===== config.mk =====
export PLATFORM = sky130hd
export DESIGN_NAME = multicycle_control
export DESIGN_NICKNAME = d
export VERILOG_FILES = /design/src/rtl/multicycle_control.sv
export SDC_FILE = /design/constraint.sdc
export NUM_CORES = 1
export LEC_CHECK = 0
export BUFFER_PORTS_ARGS = -buffer_cell sky130_fd_sc_hd__buf_2
export CORE_MARGIN = 1.5
export CORE_UTILIZATION = 30
export CTS_CLUSTER_DIAMETER = 30
export DETAILED_ROUTE_END_ITERATION = 8
export PLACE_DENSITY_LB_ADDON = 0.15
export SETUP_SLACK_MARGIN = 0.02
export SLEW_MARGIN = 30
export SYNTH_ARGS = -nofsm -noshare
export SYNTH_HDL_FRONTEND = slang
export SYNTH_SLANG_ARGS = --single-unit

===== constraint.sdc =====
create_clock -name clk -period 6.12 [get_ports clk]
set_input_delay 0.918 -clock clk [delete_from_list [all_inputs] [get_ports clk]]
set_output_delay 0.918 -clock clk [all_outputs]
set_load 0.01 [all_outputs]

===== src/rtl/multicycle_control.sv =====
// Control FSM for the multicycle CPU: sequences fetch/decode/execute/memory/writeback,
// decodes the IR opcode, and is the sole source of datapath write enables.
module multicycle_control #(
    parameter int OPW  = 6,
    parameter int CNTW = 32
) (
    input  logic            clk,
    input  logic            rst,
    input  logic [OPW-1:0]  opcode,
    input  logic            beq_flag,
    input  logic            mem_ready,
    output logic [3:0]      alu_sel,
    output logic            alu_a_sel,
    output logic [1:0]      alu_b_sel,
    output logic            mem_read,
    output logic            mem_write,
    output logic            iord,
    output logic            ir_write,
    output logic            pc_write,
    output logic [1:0]      pc_src,
    output logic            reg_write,
    output logic            wb_sel,
    output logic            retire,
    output logic            illegal,
    output logic            halted,
    output logic [CNTW-1:0] instr_count
);

    typedef enum logic [2:0] {
        S_FETCH  = 3'd0,
        S_DECODE = 3'd1,
        S_EXEC   = 3'd2,
        S_MEM    = 3'd3,
        S_WB     = 3'd4,
        S_HALT   = 3'd5
    } state_t;

    // One bit per legal ALU code: mov, not, add, sub, or, and, slt, li.
    localparam logic [15:0] ALU_LEGAL_MASK = 16'h02BF;

    state_t            state_reg;
    state_t            state_next;
    logic [CNTW-1:0]   count_reg;

    logic is_rtype;
    logic is_itype;
    logic alu_code_ok;
    logic is_lw;
    logic is_sw;
    logic is_beq;
    logic is_jmp;
    logic is_halt;
    logic is_legal;

    always_comb begin
        is_rtype    = (opcode[5:4] == 2'b00);
        is_itype    = (opcode[5:4] == 2'b01);
        alu_code_ok = ALU_LEGAL_MASK[opcode[3:0]];
        is_lw       = (opcode[5:0] == 6'b100000);
        is_sw       = (opcode[5:0] == 6'b100001);
        is_beq      = (opcode[5:0] == 6'b110000);
        is_jmp      = (opcode[5:0] == 6'b110001);
        is_halt     = (opcode[5:0] == 6'b111111);
        is_legal    = ((is_rtype || is_itype) && alu_code_ok)
                      || is_lw || is_sw || is_beq || is_jmp || is_halt;
    end

    always_ff @(posedge clk) begin
        if (rst) begin
            state_reg <= S_FETCH;
        end else begin
            state_reg <= state_next;
        end
    end

    always_comb begin
        state_next = state_reg;
        case (state_reg)
            S_FETCH: begin
                if (mem_ready) begin
                    state_next = S_DECODE;
                end
            end
            S_DECODE: begin
                if (!is_legal) begin
                    state_next = S_FETCH;
                end else if (is_halt) begin
                    state_next = S_HALT;
                end else begin
                    state_next = S_EXEC;
                end
            end
            S_EXEC: begin
                if (is_lw || is_sw) begin
                    state_next = S_MEM;
                end else if (is_beq || is_jmp) begin
                    state_next = S_FETCH;
                end else begin
                    state_next = S_WB;
                end
            end
            S_MEM: begin
                if (mem_ready) begin
                    state_next = is_lw ? S_WB : S_FETCH;
                end
            end
            S_WB:    state_next = S_FETCH;
            S_HALT:  state_next = S_HALT;
            default: state_next = S_FETCH;
        endcase
    end

    // Reset forces every output low so an aborted instruction cannot write or retire.
    always_comb begin
        alu_sel   = 4'b0000;
        alu_a_sel = 1'b0;
        alu_b_sel = 2'b00;
        mem_read  = 1'b0;
        mem_write = 1'b0;
        iord      = 1'b0;
        ir_write  = 1'b0;
        pc_write  = 1'b0;
        pc_src    = 2'b00;
        reg_write = 1'b0;
        wb_sel    = 1'b0;
        retire    = 1'b0;
        illegal   = 1'b0;
        halted    = 1'b0;
        if (!rst) begin
            case (state_reg)
                S_FETCH: begin
                    mem_read  = 1'b1;
                    alu_a_sel = 1'b1;
                    alu_b_sel = 2'b01;
                    alu_sel   = 4'b0010;
                    ir_write  = mem_ready;
                    pc_write  = mem_ready;
                end
                S_DECODE: begin
                    alu_a_sel = 1'b1;
                    alu_b_sel = 2'b11;
                    alu_sel   = 4'b0010;
                    illegal   = !is_legal;
                    retire    = !is_legal;
                end
                S_EXEC: begin
                    if (is_lw || is_sw) begin
                        alu_b_sel = 2'b10;
                        alu_sel   = 4'b0010;
                    end else if (is_beq) begin
                        alu_sel  = 4'b0011;
                        pc_src   = 2'b01;
                        pc_write = beq_flag;
                        retire   = 1'b1;
                    end else if (is_jmp) begin
                        pc_src   = 2'b10;
                        pc_write = 1'b1;
                        retire   = 1'b1;
                    end else begin
                        alu_sel   = opcode[3:0];
                        alu_b_sel = is_itype ? 2'b10 : 2'b00;
                    end
                end
                S_MEM: begin
                    iord      = 1'b1;
                    mem_read  = is_lw;
                    mem_write = is_sw;
                    retire    = is_sw && mem_ready;
                end
                S_WB: begin
                    reg_write = 1'b1;
                    wb_sel    = is_lw;
                    retire    = 1'b1;
                end
                S_HALT: begin
                    halted = 1'b1;
                end
                default: begin
                    halted = 1'b0;
                end
            endcase
        end
    end

    always_ff @(posedge clk) begin
        if (rst) begin
            count_reg <= '0;
        end else if (retire) begin
            count_reg <= count_reg + CNTW'(1);
        end
    end

    assign instr_count = rst ? '0 : count_reg;

endmodule


# [Word level (Yosys, flattened, before mapping)]
# Memory sizes are Yosys's and may differ from the RTL's.
# Cells that the tools add are included.
[word_totals] reg_bits=35 mem_bits_rw=0 n_memories=1 elab_cells=86 rom_bits=16 latchBits=0
[op_classes] div=0 n_eq_ne=13 n_bitwise=0 order_cmp=1 muxes=53 n_reduce_logical=15 n_shift=0 mul=0 n_addsub=1
[mem_list] name="(no name shown)" words=16 word_bits=1 rd=1 rd_ports_with_merged_regs=0 wr=0 line_no="58" rtl="alu_code_ok = ALU_LEGAL_MASK[opcode[3:0]];"
[ops] operator="32-bit by 1-bit adder with 32-bit output (second input constant)" n=1
[ops] operator="32-bit two-way mux" n=1
[ops] operator="6-bit equality test (second input constant)" n=5
[ops] operator="1-bit two-way mux" n=25
[ops] operator="3-bit two-way mux" n=7
[ops] operator="2-bit two-way mux" n=10
[ops] operator="4-bit two-way mux" n=4
[ops] operator="3-bit one-hot mux with 5 select lines" n=1
[ops] operator="1-bit logical OR" n=8
[ops] operator="4-bit one-hot mux with 2 select lines" n=1
[ops] operator="3-bit by 2-bit equality test with 1-bit output (second input constant)" n=2
[ops] operator="3-bit equality test (second input constant)" n=2
[ops] operator="2-bit one-hot mux with 3 select lines" n=1
[ops] operator="4-bit by 5-bit less-than comparator with 1-bit output (second input constant)" n=1
[ops] operator="2-bit inequality test (second input constant)" n=2
[ops] operator="1-bit one-hot mux with 2 select lines" n=2
[ops] operator="1-bit one-hot mux with 4 select lines" n=1
[ops] operator="3-bit by 1-bit equality test with 1-bit output (second input constant)" n=1
[ops] operator="3-bit logical NOT" n=1
[ops] operator="2-bit by 1-bit equality test with 1-bit output (second input constant)" n=1
[ops] operator="1-bit logical AND" n=2
[ops] operator="2-bit logical NOT" n=1
[ops] operator="2-bit AND reduction" n=1
[ops] operator="2-bit OR reduction" n=1
[ops] operator="1-bit logical NOT" n=1

# [Depth between registers and ports, before layout]
[logic_depth] depth_word=11 depth_mapped=7 mapped_depth_nobuf=6

# [Worst setup path before layout]
# Ideal clock, no wire load.
[synth_timing] kind="input to output" start="input opcode[0]" end="output illegal" setup_slack_ns=3.150 arrival_time_ns=2.052 t_required_ns=5.202 path_buffers=2 path_stages=6 cell_sequence="buf_4 -> and3_1 -> a211oi_2 -> nand3_4 -> buf_2 -> nor2_1"
[synth_between] elab_chain_cells=11 elab_cells_between_ends=16
[synth_rtl] element="start: declaration" line_no="9" rtl="input logic [OPW-1:0] opcode,"
[synth_rtl] element="memory read 16 x 1 bit"
[synth_rtl] element="1-bit two-way mux (implied by the code)" line_no="58"
[synth_rtl] element="1-bit logical AND" line_no="64" rtl="is_legal = ((is_rtype || is_itype) && alu_code_ok)"
[synth_rtl] element="1-bit logical OR (4 in series)" line_no="65" rtl="|| is_lw || is_sw || is_beq || is_jmp || is_halt;"
[synth_rtl] element="1-bit logical OR (*)" line_no="65"
[synth_rtl] element="1-bit logical NOT (*)" line_no="143" rtl="illegal = !is_legal;"
[synth_rtl] element="1-bit two-way mux (*)" line_no="130" rtl="case (state_reg)"
[synth_rtl] element="1-bit two-way mux (*)" line_no="129" rtl="if (!rst) begin"
[synth_rtl] element="end: declaration" line_no="24" rtl="output logic illegal,"
# Every way passes the cells marked *; elsewhere a longest branch is shown, timed or not. The select of a mux whose other input is x is not followed.

# [Final worst setup path]
[layout_timing] start="input opcode[0]" end="output retire"
[layout_between] elab_chain_cells=11 elab_cells_between_ends=21
[layout_rtl] element="memory read 16 x 1 bit"
[layout_rtl] element="1-bit two-way mux (implied by the code)" line_no="58"
[layout_rtl] element="1-bit logical AND" line_no="64"
[layout_rtl] element="1-bit logical OR (5 in series)" line_no="65"
[layout_rtl] element="1-bit logical NOT" line_no="144" rtl="retire = !is_legal;"
[layout_rtl] element="1-bit one-hot mux with 4 select lines (*)" line_no="130"
[layout_rtl] element="1-bit two-way mux (*)" line_no="129"
[layout_rtl] element="end: declaration" line_no="23" rtl="output logic retire,"
# Marks and branches as above.

==> run metrics <==
post-synth cell types 46; Total GRT Usage 0.140; H-tree depth 2; Post-synth top flop dfxtp_1; Synth Area per Inst 8.13 um2; Multi-input gate area 1670 um2; relative slew slack 0.545; most used cell along the critical path buf_2; commonest cells after routing, fill and taps aside buf_2, nor2_1, dfxtp_1, nor2b_1, a21oi_1; CP Data Required Time 5200 ps; Setup WS pre-CTS 2770 ps; Hold Vio Cnt, Final 0; number of core rows 33; Worst Setup Slack, final 2770 ps; area leader, netlist dfxtp_1; Synth Register Bits 35; clock sinks 35; dpl cells 453; clock-pin slew on the worst setup and hold paths 70 ps; Fmax 0.299 GHz; YS warnings 0; drt via density 4.98; kind of critical path in -> out; RSZ-0062 raised after global routing false; Crit-path slowest cell nand3_4; Cell Area, Synth 2500 um2; clock buffer depth 2; die width 94.2 um; leak pwr 1.29 nW; DRC violations left 0; Final setup viols 0; fin cells 461; final net count 366; share of the synthesized area in the top cell type 0.281; Period Utilization, post-route 0.547; Post-synth ARST share 0; Root Buffer clkbuf_8; vias in the first global route 2136; Arrival @ worst endpoint 2430 ps; Post-synth EDFFs 0; crit path max fanout 34; # IOs 61; IO Port Bufs 60; commonest non-fill, non-tap cell in the layout buf_2; nature of the critical path endpoint output pin; Peak VDD IR 0.0000781 V; CTS Hold Bufs 0; # fillers 893; Area contributors post-synth dfxtp_1, mux2_2, nor2b_1; first-pass GRT wire length 10000 um; Post-Synthesis Cells 307; share of cells above drive strength 1 0.306; post-cts sizing count 0; fin crit period 3350 ps; Initial Util 0.307; clock tree from TritonCTS yes; Pre-antenna DRT Iters 4; fin util 0.360; total gr overflow 0; syn nets 318; final wirelength 6070 um; slew at the pin closest to its max-slew limit 683 ps; antenna violations before repair 0; Antenna Nets Post-Route 0; via count 2297; Seq/Total Area, Yosys 0.281; Routability Congestion 0.819; core box area 8130 um2; CP max stage delay 410 ps; dpl hpwl 4410 um; Area Growth Syn to Fin 17.4%; post-CTS setup buffers 0; Final Slew Violations 0; clk_skew 5.02 ps; Initial DRC Count 87; HP Class reg -> reg; die area 8880 um2; status finished, final reports clean; CP Cell Sequence buf_2 > and3_1 > a211oi_2 > nand3_4 > a21oi_2 > buf_2; worst skew pair latency 280 ps; Register Area 701 um2; chip height 94.2 um; Pwr per Cell Area 165 nW/um2; Critical Path Source Type primary input; ANT cells 0; Inserted Clock Buffers 5; setup_tns 0 ps; Avg WL per Cell 13.2 um; max reg flops 32; largest net degree at the start of global routing 71; maxcap violations 0
[critical path, delay by kind of cell]
family                 cells  cell delay (ps)
buffers and inverters      2              310
and+or+nand+nor            2              640
AOI/OAI and AO/OA          2              540
[cell usage after synthesis (3+ instances only)]
cell and number:
nand3_1 15, mux2_1 9, o21ai_0 5, dfxtp_1 35, and3_1 10, nand4_1 12
nand2_1 15, a2111oi_4 3, mux2_2 22, a21oi_1 27, buf_2 5, a211oi_1 3
nand2b_1 6, nor3_1 4, nor2_1 51, inv_1 5, a211oi_2 5, clkbuf_1 9
nor2b_1 32
[path summary, 6_finish.rpt]
kind | start | to | slack [ps] | cells past startpoint
worst max-delay path | opcode[0] | retire | 2770 | 6
worst min-delay path | count_reg[31] | count_reg[31] | 560 | 2
worst max register to register | state_reg[0] | count_reg[11] | 3710 | 5
worst min register to register | count_reg[31] | count_reg[31] | 560 | 2
[per-layer routing]
metal	part of all wire	vias up	global-route usage
met4	0.0046	0	0.0274
met2	0.45	46	0.234
met3	0.048	2	0.0283
li1	-	1188	-
met1	0.50	1061	0.186
met5	0	-	0
[area by class of cell]
class,count,area share
sequential,35,0.239
multi-input combinational,247,0.571
timing repair buffer,61,0.105
inverter,5,0.00640
tap,105,0.0448
clock buffer,8,0.0341
[per-stage QoR]
| stage | cell area, um2 | hold slack, ps | total power, W |
|---|---|---|---|
| after floorplan | 2500 | 494 | 0.000290 |
| after global placement | 2830 | 517 | 0.000308 |
| after detailed placement | 2830 | 550 | 0.000307 |
| after CTS | 2930 | 570 | 0.000493 |
| after global routing | 2930 | 584 | 0.000510 |
| final | 2930 | 557 | 0.000485 |
[where the power goes]
part           switching [W]  internal [W]
combinational      0.0000429     0.0000228
sequential        0.00000562      0.000230
clock              0.0000803      0.000103
[cells by family (layout without fill, tap and decap cells)]
kind of cell / count (synthesis) / in the layout / synth area share
buf+inv: 25 / 74 / 0.0491
mux: 31 / 31 / 0.140
simple gates: 160 / 160 / 0.354
flops: 35 / 35 / 0.281
fa+ha+maj: 1 / 1 / 0.00501
compound gates: 55 / 55 / 0.171
(Power assumes the default switching activity.)
